## src/rtl/elevator_pkg.sv

```systemverilog
// Shared types and default sizing for the elevator request scheduler and the car controller.
package elevator_pkg;

    localparam int NUM_FLOORS_DEFAULT  = 9;
    localparam int FLOOR_W_DEFAULT     = 4;
    localparam int DOOR_CYCLES_DEFAULT = 4;

    typedef enum logic [1:0] {
        IDLE,
        MOVE_UP,
        MOVE_DOWN,
        DOOR_OPEN
    } state_t;

    typedef enum logic [1:0] {
        DIR_NONE,
        DIR_UP,
        DIR_DOWN
    } dir_t;

endpackage

```

## src/rtl/elevator_next_floor_sel.sv

```systemverilog
// Combinational search of the pending set relative to the car position:
// nearest call strictly above, nearest call strictly below, and a call at the current floor.
module elevator_next_floor_sel #(
    parameter int NUM_FLOORS = 9,
    parameter int FLOOR_W    = 4
) (
    input  logic [NUM_FLOORS-1:0] pending,
    input  logic [FLOOR_W-1:0]    current_floor,
    output logic                  found_above,
    output logic [FLOOR_W-1:0]    nearest_above,
    output logic                  found_below,
    output logic [FLOOR_W-1:0]    nearest_below,
    output logic                  at_current
);

    logic [NUM_FLOORS-1:0] above_mask;
    logic [NUM_FLOORS-1:0] below_mask;
    logic [NUM_FLOORS-1:0] here_mask;

    // Classify every pending floor as above, below or at the car.
    for (genvar gi = 0; gi < NUM_FLOORS; gi++) begin : g_classify
        assign above_mask[gi] = pending[gi] && (FLOOR_W'(gi) > current_floor);
        assign below_mask[gi] = pending[gi] && (FLOOR_W'(gi) < current_floor);
        assign here_mask[gi]  = pending[gi] && (FLOOR_W'(gi) == current_floor);
    end

    assign found_above = |above_mask;
    assign found_below = |below_mask;
    assign at_current  = |here_mask;

    // Lowest set floor in the above mask (scan downward so the last hit wins).
    always_comb begin
        nearest_above = '0;
        for (int i = NUM_FLOORS - 1; i >= 0; i--) begin
            if (above_mask[i]) nearest_above = FLOOR_W'(i);
        end
    end

    // Highest set floor in the below mask (scan upward so the last hit wins).
    always_comb begin
        nearest_below = '0;
        for (int i = 0; i < NUM_FLOORS; i++) begin
            if (below_mask[i]) nearest_below = FLOOR_W'(i);
        end
    end

endmodule

```

## src/rtl/elevator_request_scheduler.sv

```systemverilog
// Collective up/down (SCAN) elevator scheduler: latches floor calls, issues one
// target floor at a time, sequences the door dwell and holds the car while overloaded.
module elevator_request_scheduler
    import elevator_pkg::*;
#(
    parameter int NUM_FLOORS  = NUM_FLOORS_DEFAULT,
    parameter int FLOOR_W     = FLOOR_W_DEFAULT,
    parameter int DOOR_CYCLES = DOOR_CYCLES_DEFAULT
) (
    input  logic                  clk,
    input  logic                  reset,
    input  logic [NUM_FLOORS-1:0] call_req,
    input  logic [FLOOR_W-1:0]    current_floor,
    input  logic                  over_weight,
    output logic [FLOOR_W-1:0]    target_floor,
    output logic                  target_valid,
    output logic                  dir_up,
    output logic                  dir_down,
    output logic                  door_open,
    output logic                  weight_alert,
    output logic [NUM_FLOORS-1:0] pending
);

    localparam int                  DWELL_W     = (DOOR_CYCLES > 1) ? $clog2(DOOR_CYCLES) : 1;
    localparam logic [DWELL_W-1:0]  DWELL_LOAD  = DWELL_W'(DOOR_CYCLES - 1);
    localparam logic [FLOOR_W:0]    FLOOR_LIMIT = (FLOOR_W + 1)'(NUM_FLOORS);

    state_t                state_reg, state_next;
    logic [NUM_FLOORS-1:0] pending_reg, pending_next;
    logic [FLOOR_W-1:0]    target_reg, target_next;
    logic                  target_valid_reg, target_valid_next;
    logic                  dir_up_reg, dir_down_reg;
    dir_t                  dir_cur, dir_next;
    logic                  door_open_reg, door_open_next;
    logic                  weight_alert_reg, weight_alert_next;
    logic [DWELL_W-1:0]    dwell_reg, dwell_next;

    logic                  found_above, found_below, at_current;
    logic [FLOOR_W-1:0]    nearest_above, nearest_below;
    logic [NUM_FLOORS-1:0] cur_onehot;
    logic                  floor_legal;
    logic                  clear_en;
    logic                  prefer_up, take_up, take_down;

    elevator_next_floor_sel #(
        .NUM_FLOORS (NUM_FLOORS),
        .FLOOR_W    (FLOOR_W)
    ) u_sel (
        .pending       (pending_reg),
        .current_floor (current_floor),
        .found_above   (found_above),
        .nearest_above (nearest_above),
        .found_below   (found_below),
        .nearest_below (nearest_below),
        .at_current    (at_current)
    );

    // One-hot of the car position, used to clear the serviced call.
    for (genvar gi = 0; gi < NUM_FLOORS; gi++) begin : g_onehot
        assign cur_onehot[gi] = (FLOOR_W'(gi) == current_floor);
    end

    assign floor_legal = ({1'b0, current_floor} < FLOOR_LIMIT);
    assign dir_cur     = dir_up_reg ? DIR_UP : (dir_down_reg ? DIR_DOWN : DIR_NONE);

    // Keep going the committed way when possible; with no direction, up is tried first.
    assign prefer_up = (dir_cur != DIR_DOWN);
    assign take_up   = found_above && (prefer_up || !found_below);
    assign take_down = found_below && !take_up;

    // Next-state, target and door sequencing.
    always_comb begin
        state_next        = state_reg;
        target_next       = target_reg;
        target_valid_next = 1'b0;
        dir_next          = dir_cur;
        door_open_next    = 1'b0;
        weight_alert_next = 1'b0;
        dwell_next        = dwell_reg;
        clear_en          = 1'b0;

        if (!floor_legal) begin
            // Bad position report: freeze everything and stop the car.
            door_open_next    = door_open_reg;
            weight_alert_next = weight_alert_reg;
        end else begin
            case (state_reg)
                IDLE: begin
                    dir_next = DIR_NONE;
                    if (at_current) begin
                        state_next     = DOOR_OPEN;
                        clear_en       = 1'b1;
                        dwell_next     = DWELL_LOAD;
                        door_open_next = 1'b1;
                    end else if (found_above || found_below) begin
                        if (over_weight) begin
                            weight_alert_next = 1'b1;
                        end else if (take_up) begin
                            state_next        = MOVE_UP;
                            target_next       = nearest_above;
                            target_valid_next = 1'b1;
                            dir_next          = DIR_UP;
                        end else begin
                            state_next        = MOVE_DOWN;
                            target_next       = nearest_below;
                            target_valid_next = 1'b1;
                            dir_next          = DIR_DOWN;
                        end
                    end
                end
                MOVE_UP, MOVE_DOWN: begin
                    if (current_floor == target_reg) begin
                        state_next     = DOOR_OPEN;
                        clear_en       = 1'b1;
                        dwell_next     = DWELL_LOAD;
                        door_open_next = 1'b1;
                    end else if (state_reg == MOVE_UP && found_above) begin
                        target_next       = nearest_above;
                        target_valid_next = 1'b1;
                    end else if (state_reg == MOVE_DOWN && found_below) begin
                        target_next       = nearest_below;
                        target_valid_next = 1'b1;
                    end else begin
                        // Nothing left ahead: give up the trip rather than drive blind.
                        state_next = IDLE;
                        dir_next   = DIR_NONE;
                    end
                end
                DOOR_OPEN: begin
                    door_open_next = 1'b1;
                    if (over_weight) begin
                        dwell_next        = DWELL_LOAD;
                        weight_alert_next = 1'b1;
                    end else if (dwell_reg != '0) begin
                        dwell_next = dwell_reg - DWELL_W'(1);
                    end else begin
                        door_open_next = 1'b0;
                        if (take_up) begin
                            state_next        = MOVE_UP;
                            target_next       = nearest_above;
                            target_valid_next = 1'b1;
                            dir_next          = DIR_UP;
                        end else if (take_down) begin
                            state_next        = MOVE_DOWN;
                            target_next       = nearest_below;
                            target_valid_next = 1'b1;
                            dir_next          = DIR_DOWN;
                        end else begin
                            state_next = IDLE;
                            dir_next   = DIR_NONE;
                        end
                    end
                end
                default: begin
                    state_next = IDLE;
                    dir_next   = DIR_NONE;
                end
            endcase
        end

        // A call on the floor being opened in the same cycle is absorbed by the clear.
        pending_next = (pending_reg | call_req) & ~(clear_en ? cur_onehot : '0);
    end

    // State and registered outputs.
    always_ff @(posedge clk) begin
        if (reset) begin
            state_reg        <= IDLE;
            pending_reg      <= '0;
            target_reg       <= '0;
            target_valid_reg <= 1'b0;
            dir_up_reg       <= 1'b0;
            dir_down_reg     <= 1'b0;
            door_open_reg    <= 1'b0;
            weight_alert_reg <= 1'b0;
            dwell_reg        <= '0;
        end else begin
            state_reg        <= state_next;
            pending_reg      <= pending_next;
            target_reg       <= target_next;
            target_valid_reg <= target_valid_next;
            dir_up_reg       <= (dir_next == DIR_UP);
            dir_down_reg     <= (dir_next == DIR_DOWN);
            door_open_reg    <= door_open_next;
            weight_alert_reg <= weight_alert_next;
            dwell_reg        <= dwell_next;
        end
    end

    assign target_floor = target_reg;
    assign target_valid = target_valid_reg;
    assign dir_up       = dir_up_reg;
    assign dir_down     = dir_down_reg;
    assign door_open    = door_open_reg;
    assign weight_alert = weight_alert_reg;
    assign pending      = pending_reg;

endmodule

```

## config.mk

```make
export PLATFORM = sky130hd
export DESIGN_NAME = elevator_request_scheduler
export DESIGN_NICKNAME = d
export VERILOG_FILES = /design/src/rtl/elevator_pkg.sv /design/src/rtl/elevator_next_floor_sel.sv /design/src/rtl/elevator_request_scheduler.sv
export SDC_FILE = /design/constraint.sdc
export NUM_CORES = 1
export LEC_CHECK = 0
export BUFFER_PORTS_ARGS = -buffer_cell sky130_fd_sc_hd__buf_2
export CAP_MARGIN = 20
export CORE_ASPECT_RATIO = 0.5
export CORE_MARGIN = 2
export CORE_UTILIZATION = 44
export DETAILED_ROUTE_END_ITERATION = 8
export GPL_ROUTABILITY_DRIVEN = 0
export PLACE_DENSITY = 0.63
export SYNTH_ARGS = -nofsm -noshare
export SYNTH_HDL_FRONTEND = slang
export SYNTH_SLANG_ARGS = --single-unit
```

## constraint.sdc

```tcl
create_clock -name clk -period 3.4 [get_ports clk]
set_input_delay 0.68 -clock clk [delete_from_list [all_inputs] [get_ports clk]]
set_output_delay 0.68 -clock clk [all_outputs]
set_load 0.005 [all_outputs]
```

==> flow_summary.ini, run 1 <==
[outcome]
status = finished clean

[timing]
fmax_mhz = 366
final_max_slew_viol_count = 0
min_period_ps = 2740
rsz0062_at_grt = false
skew_ps = 6.46
setup-violations-final = 0
maxSlewHeadroom = 0.618
worst_hold_slack_ps = 457
fin_crit_sh = 0.805
finalHoldViolations = 0
worst_pin_slew_ps = 569
setup_tns_ps = 0

[cts]
insertion_delay_ps = 270
h-tree-depth = 1
numCtsBuffers = 3
cts_buffer_depth = 2
cts.repair.resized = 0
cts_tree = yes
root_buffer = clkbuf_8
postCtsHoldBufs = 0
postCtsSetupRepairBufs = 0
cts.clk_slew.worst_paths_ps = 80
cts.sinks = 22

[synth]
synth-seq-cells = 22
synthArstFlopShare = 0
synth-xor-area-share = 0.0186
yosys_warnings = 0
synth_nets = 263
synth_area_per_cell_um2 = 7.79
yosys.area_share.simple = 0.274
synth_adder_area_share = 0.0332
synth_mux_area_frac = 0.0372
synth.cell_area_mm2 = 0.00189
ys.flop_type = dfxtp_1
ys_seq_area_frac = 0.234
synth_cells = 242
synth_top_family_by_area = compound AO/OA/AOI/OAI gates
ys_types = 64
synth-edff-count = 0
synth_compound_area_frac = 0.330

[flow_run]
drv_cap = 0

[setup_path]
critPathKind = in -> reg
critPathTopFamily = compound AO/OA/AOI/OAI gates
start_kind = input port
cp_cell_sequence = buf_2 -> inv_1 -> a32o_1 -> or3_4 -> o211a_1 -> o221ai_2 -> mux2i_1 -> nor2_1
worstPathRequired_ps = 3540
cp.buffers_inverters = 2
end_kind = flop
critPathArrivalTime_ps = 2880
cp_slowest_cell = buf_2
critPathMaxFanout = 25
cpPeakStageDelay_ps = 380

[pwr]
p_sw_frac = 0.404
seqPwrFrac = 0.354
pwr_density_cell_mw_per_mm2 = 456
pwr-share-comb = 0.469
peakVddDrop_v = 0.000185
p_int_uw = 566
clock_power_share = 0.176
p_leak_uw = 0.000833
p_sw_uw = 384

[grt]
track_usage = 0.221
grt_pass1_vias = 1699
grt_remaining_overflow = 0
grt_max_degree = 26
grt_pass1_wl_mm = 8.29
antenna_found_initial = 0

[final_layout]
diodes = 0
num-nets-final = 291
largest_reg_flops = 9
fin_util = 0.520
fillers = 419
instances_no_fill = 322
multi_input_area_mm2 = 0.00131
drive_gt1_frac = 0.213
syn_to_final_growth_pct = 10.4
regArea_um2 = 440

[floorplan]
start_util = 0.471
die_h_um = 50.3
die_area_mm2 = 0.00486
fp.coreArea_mm2 = 0.00400
ioPinCount = 34
placementRows = 16
die_w_um = 96.6

[route]
wl_mm = 5.07
wl_per_cell_um = 15.8
drt_iter0_markers = 149
drc = 0
drtAntennaViolNets = 0
via_count = 1963
drtPass1Iterations = 4
via_per_inst = 6.10

[hold_path]
hp-class = reg -> reg

[placement]
hpwlAfterDp_mm = 3.69
place_inst = 319
io_buffers = 33
logic make-up (layout without fill, tap and decap cells):
| group | Yosys count | count (layout) |
|---|---|---|
| adder cells (fa/ha/maj) | 5 | 5 |
| AND/OR/NAND/NOR | 101 | 101 |
| flip-flops | 22 | 22 |
| buffers and inverters | 23 | 49 |
| XOR/XNOR | 4 | 4 |
| AO/OA/AOI/OAI | 80 | 80 |
| multiplexers | 7 | 7 |
metal layers:
metal / global-route usage / share of wire / vias up
met2: 0.326 / 0.42 / 55
met5: 0 / 0 / -
met1: 0.336 / 0.51 / 934
met4: 0.0423 / 0.0083 / 0
met3: 0.0360 / 0.067 / 5
li1: - / - / 969
power groups by stage:
stage | Combinational (µW) | Sequential [µW] | Clock, µW
after floorplan | 340 | 331 | 0
after global placement | 437 | 341 | 0
after detailed placement | 442 | 342 | 0
after CTS | 444 | 336 | 176
after global routing | 498 | 343 | 185
final | 446 | 336 | 168
layout make-up:
cell class / count / share of cell area
sequential: 22 / 0.212
clock buffer: 3 / 0.0198
multi-input combinational: 197 / 0.628
tap: 54 / 0.0325
timing repair buffer: 36 / 0.0902
inverter: 10 / 0.0180
per-stage QoR:
stage / setup WS [ps] / total power (µW) / instance area, µm²
finish: 664 / 950 / 2080
global route: 468 / 1030 / 2080
CTS: 685 / 956 / 2080
detailed placement: 404 / 784 / 2040
global placement: 466 / 778 / 2040
floorplan: 860 / 672 / 1890
Yosys cell counts, types with 3 or more instances:
| library cell | n | area, µm² |
|---|---|---|
| a21boi_0 | 3 | 22.5 |
| clkbuf_1 | 3 | 11.3 |
| nor2_1 | 35 | 131 |
| o2bb2ai_1 | 5 | 43.8 |
| buf_6 | 5 | 56.3 |
| inv_1 | 10 | 37.5 |
| dfxtp_1 | 22 | 440 |
| or2_2 | 4 | 25.0 |
| o21ai_0 | 10 | 50.1 |
| and2_1 | 3 | 18.8 |
| nor3_1 | 8 | 40.0 |
| nand3_1 | 4 | 20.0 |
| xnor2_1 | 4 | 35.0 |
| a21oi_1 | 11 | 55.1 |
| o22ai_1 | 6 | 37.5 |
| nor4_1 | 4 | 25.0 |
| nand2b_1 | 5 | 31.3 |
| nand2_1 | 18 | 67.6 |
| ha_1 | 5 | 62.6 |
| mux2i_1 | 7 | 70.1 |
| a211oi_1 | 8 | 60.1 |
| a311oi_1 | 3 | 26.3 |
| nor2b_1 | 3 | 18.8 |
tightest hold or removal path, stage by stage, from the launching register on:
cell and delay (ps):
dfxtp_1 310, nand2_1 50, a21oi_1 50
path summary, 6_finish.rpt:
| check | startpoint | to | slack [ps] | cells past startpoint |
|---|---|---|---|---|
| max | current_floor[3] | target_floor[2]$_SDFFE_PP0P_ | 660 | 8 |
| min | door_open$_SDFFE_PP0N_ | door_open$_SDFFE_PP0N_ | 460 | 2 |
| max reg2reg | pending[5]$_SDFF_PP0_ | state_reg[0]$_SDFFE_PP0P_ | 810 | 7 |
| min reg2reg | door_open$_SDFFE_PP0N_ | door_open$_SDFFE_PP0N_ | 460 | 2 |
placed cells by master (no fill, tap or decap), drive strengths merged, types with 5 or more instances in the layout:
cell / netlist / final
a211oi: 9 / 9
a21oi: 12 / 12
buf: 9 / 36
dfxtp: 22 / 22
ha: 5 / 5
inv: 10 / 10
mux2i: 7 / 7
nand2: 18 / 18
nand2b: 5 / 5
nor2: 36 / 36
nor3: 10 / 10
o21ai: 11 / 11
o22ai: 6 / 6
o2bb2ai: 5 / 5
Power figures use the tool's default switching activity.
==> inputs of run 2 (changes only) <==
- ABC_AREA: not set -> 1
- PLACE_DENSITY: 0.63 -> 0.66
- clock period: 3.4 -> 2.2 ns (I/O delays scaled with it)
==> flow_summary.ini, run 2 <==
[route]
via_per_inst = 5.05
drtPass1Iterations = 4
drt_iter0_markers = 99
via_count = 2124
wl_per_cell_um = 12.1
drc = 0
wl_mm = 5.09
drtAntennaViolNets = 0

[setup_path]
start_kind = flop
crit_end = pending[8]$_SDFF_PP0_
critPathMaxFanout = 10
r2r-end = pending[8]$_SDFF_PP0_
end_kind = flop
r2r_start = state_reg[1]$_SDFFE_PP0P_
worst-r2r-setup-slack_ps = 210
worstPathRequired_ps = 2360
crit_start = state_reg[1]$_SDFFE_PP0P_
critPathKind = reg -> reg
reg2regPathDepth = 10
critPathArrivalTime_ps = 2140

[timing]
skew_ps = 16.1
setup_tns_ps = 0
setup-violations-final = 0
finalHoldViolations = 0
fmax_mhz = 503
worst_pin_slew_ps = 541
fin_crit_sh = 0.903
final_max_slew_viol_count = 0
rsz0062_at_grt = false
worst_slack_ps = 213
maxSlewHeadroom = 0.639
worst_hold_slack_ps = 393
min_period_ps = 1990

[synth]
synth.cell_area_mm2 = 0.00194
synth_top_area_share = 0.227
ys_types = 31
synth-seq-cells = 22
synthTopCellsByArea = dfxtp_1, nand2_1, inv_1
synth_common_cells = nand2_1, inv_1, nor2_1, nand3_1, dfxtp_1
yosysMostFrequentCell = nand2_1
synth-edff-count = 0
synth_nets = 343
synthArstFlopShare = 0
ys.flop_type = dfxtp_1
ys_seq_area_frac = 0.227
synth_area_per_cell_um2 = 6.03
synth_cells = 322
yosys_warnings = 0
yosys.area.top_type = dfxtp_1

[pwr]
seqPwrFrac = 0.296
power_uw = 1790
pwr-share-comb = 0.487
clock_power_share = 0.217
p_int_uw = 1040
p_sw_frac = 0.421
p_leak_uw = 0.00128
pwr_density_cell_mw_per_mm2 = 777
p_sw_uw = 755
peakVddDrop_v = 0.000287

[placement]
place_ws_ps = 20.5
place_inst = 416
hpwlAfterDp_mm = 4.07
io_buffers = 33

[cts]
root_buffer = clkbuf_8
postCtsHoldBufs = 0
numCtsBuffers = 3
insertion_delay_ps = 270
cts_buffer_depth = 2
cts.clk_slew.worst_paths_ps = 100
cts.repair.resized = 0
cts.sinks = 22
cts_tree = yes
postCtsSetupRepairBufs = 0
h-tree-depth = 1

[final_layout]
drive_gt1_frac = 0.220
regArea_um2 = 440
syn_to_final_growth_pct = 18.7
final_common_cell = nand2_1
fillers = 457
largest_reg_flops = 9
final_cell_mix = nand2_1, inv_1, nor2_1
multi_input_area_mm2 = 0.00128
diodes = 0
num-nets-final = 386
instances_no_fill = 421

[grt]
grt_max_degree = 18
antenna_found_initial = 0
grt_pass1_wl_mm = 8.91
grt_remaining_overflow = 0
track_usage = 0.219
grt_pass1_vias = 1922

[floorplan]
placementRows = 17
start_util = 0.450
fp.coreArea_mm2 = 0.00432
die_w_um = 98.0
die_h_um = 51.0
ioPinCount = 34
die_area_mm2 = 0.00499

[flow_run]
drv_cap = 0

[hold_path]
holdPathStages = 3
hp-class = in -> reg

[outcome]
status = finished clean
[run 2: changes by cell type after synthesis, sizes merged, moves of 5 or more]
| cell | previous run | this run |
|---|---|---|
| nand2 | 18 | 104 |
| inv | 10 | 49 |
| nand3 | 4 | 31 |
| nor2 | 36 | 47 |
| a211oi | 9 | 0 |
| o21ai | 11 | 20 |
| mux2i | 7 | 0 |
| o211ai | 1 | 8 |
| buf | 9 | 3 |
| o22ai | 6 | 0 |
| nand2b | 5 | 0 |
| nor3 | 10 | 5 |
| o2bb2ai | 5 | 0 |
[run 2: how the worst min path moves through the flow]
stage                                    from                   endpoint
finish                            call_req[6]      pending[6]$_SDFF_PP0_
global route                      call_req[0]      pending[0]$_SDFF_PP0_
CTS                               call_req[6]      pending[6]$_SDFF_PP0_
detailed placement  weight_alert$_SDFFE_PP0N_  weight_alert$_SDFFE_PP0N_
global placement    weight_alert$_SDFFE_PP0N_  weight_alert$_SDFFE_PP0N_
floorplan           weight_alert$_SDFFE_PP0N_  weight_alert$_SDFFE_PP0N_
[run 2: critical path: stages (launching register included)]
cell	delay [ps]
dfxtp_1	380
inv_1	90
ha_1	470
nand2_1	210
inv_1	100
a21oi_1	60
nor3_4	210
buf_12	150
nand2_1	50
o211ai_1	70
inv_1	60
[run 2: power groups by stage]
stage,sequential [µW],clock [µW],combinational (µW)
floorplan,531,0,641
global placement,537,0,843
detailed placement,541,0,850
CTS,531,403,856
global route,543,418,1000
finish,530,390,873
[run 2: cell type report]
class                      instances  area share
clock inverter                     1      0.0130
timing repair buffer              43       0.110
inverter                          50      0.0836
multi-input combinational        245       0.554
sequential                        22       0.191
tap                               57      0.0309
clock buffer                       3      0.0179
[run 2: logic make-up after synthesis]
| group | count (synthesis) | synth area share |
|---|---|---|
| AO/OA/AOI/OAI | 45 | 0.137 |
| adder cells (fa/ha/maj) | 5 | 0.0322 |
| AND/OR/NAND/NOR | 192 | 0.476 |
| XOR/XNOR | 3 | 0.0135 |
| buffers and inverters | 55 | 0.115 |
| flip-flops | 22 | 0.227 |
[run 2: per-stage QoR]
step           cell area (µm²)   util
2_1_floorplan             1940      -
4_1_cts                   2290  0.529
3_5_place_dp              2210  0.513
6_report                  2310  0.534
5_1_grt                   2310  0.534
3_3_place_gp              2210  0.513
[run 2: layer usage]
layer	vias to the layer above	share of wire	track usage
met5	-	0	0
li1	1111	-	-
met4	0	0.0061	0.0509
met3	4	0.052	0.0301
met1	946	0.51	0.303
met2	63	0.43	0.368
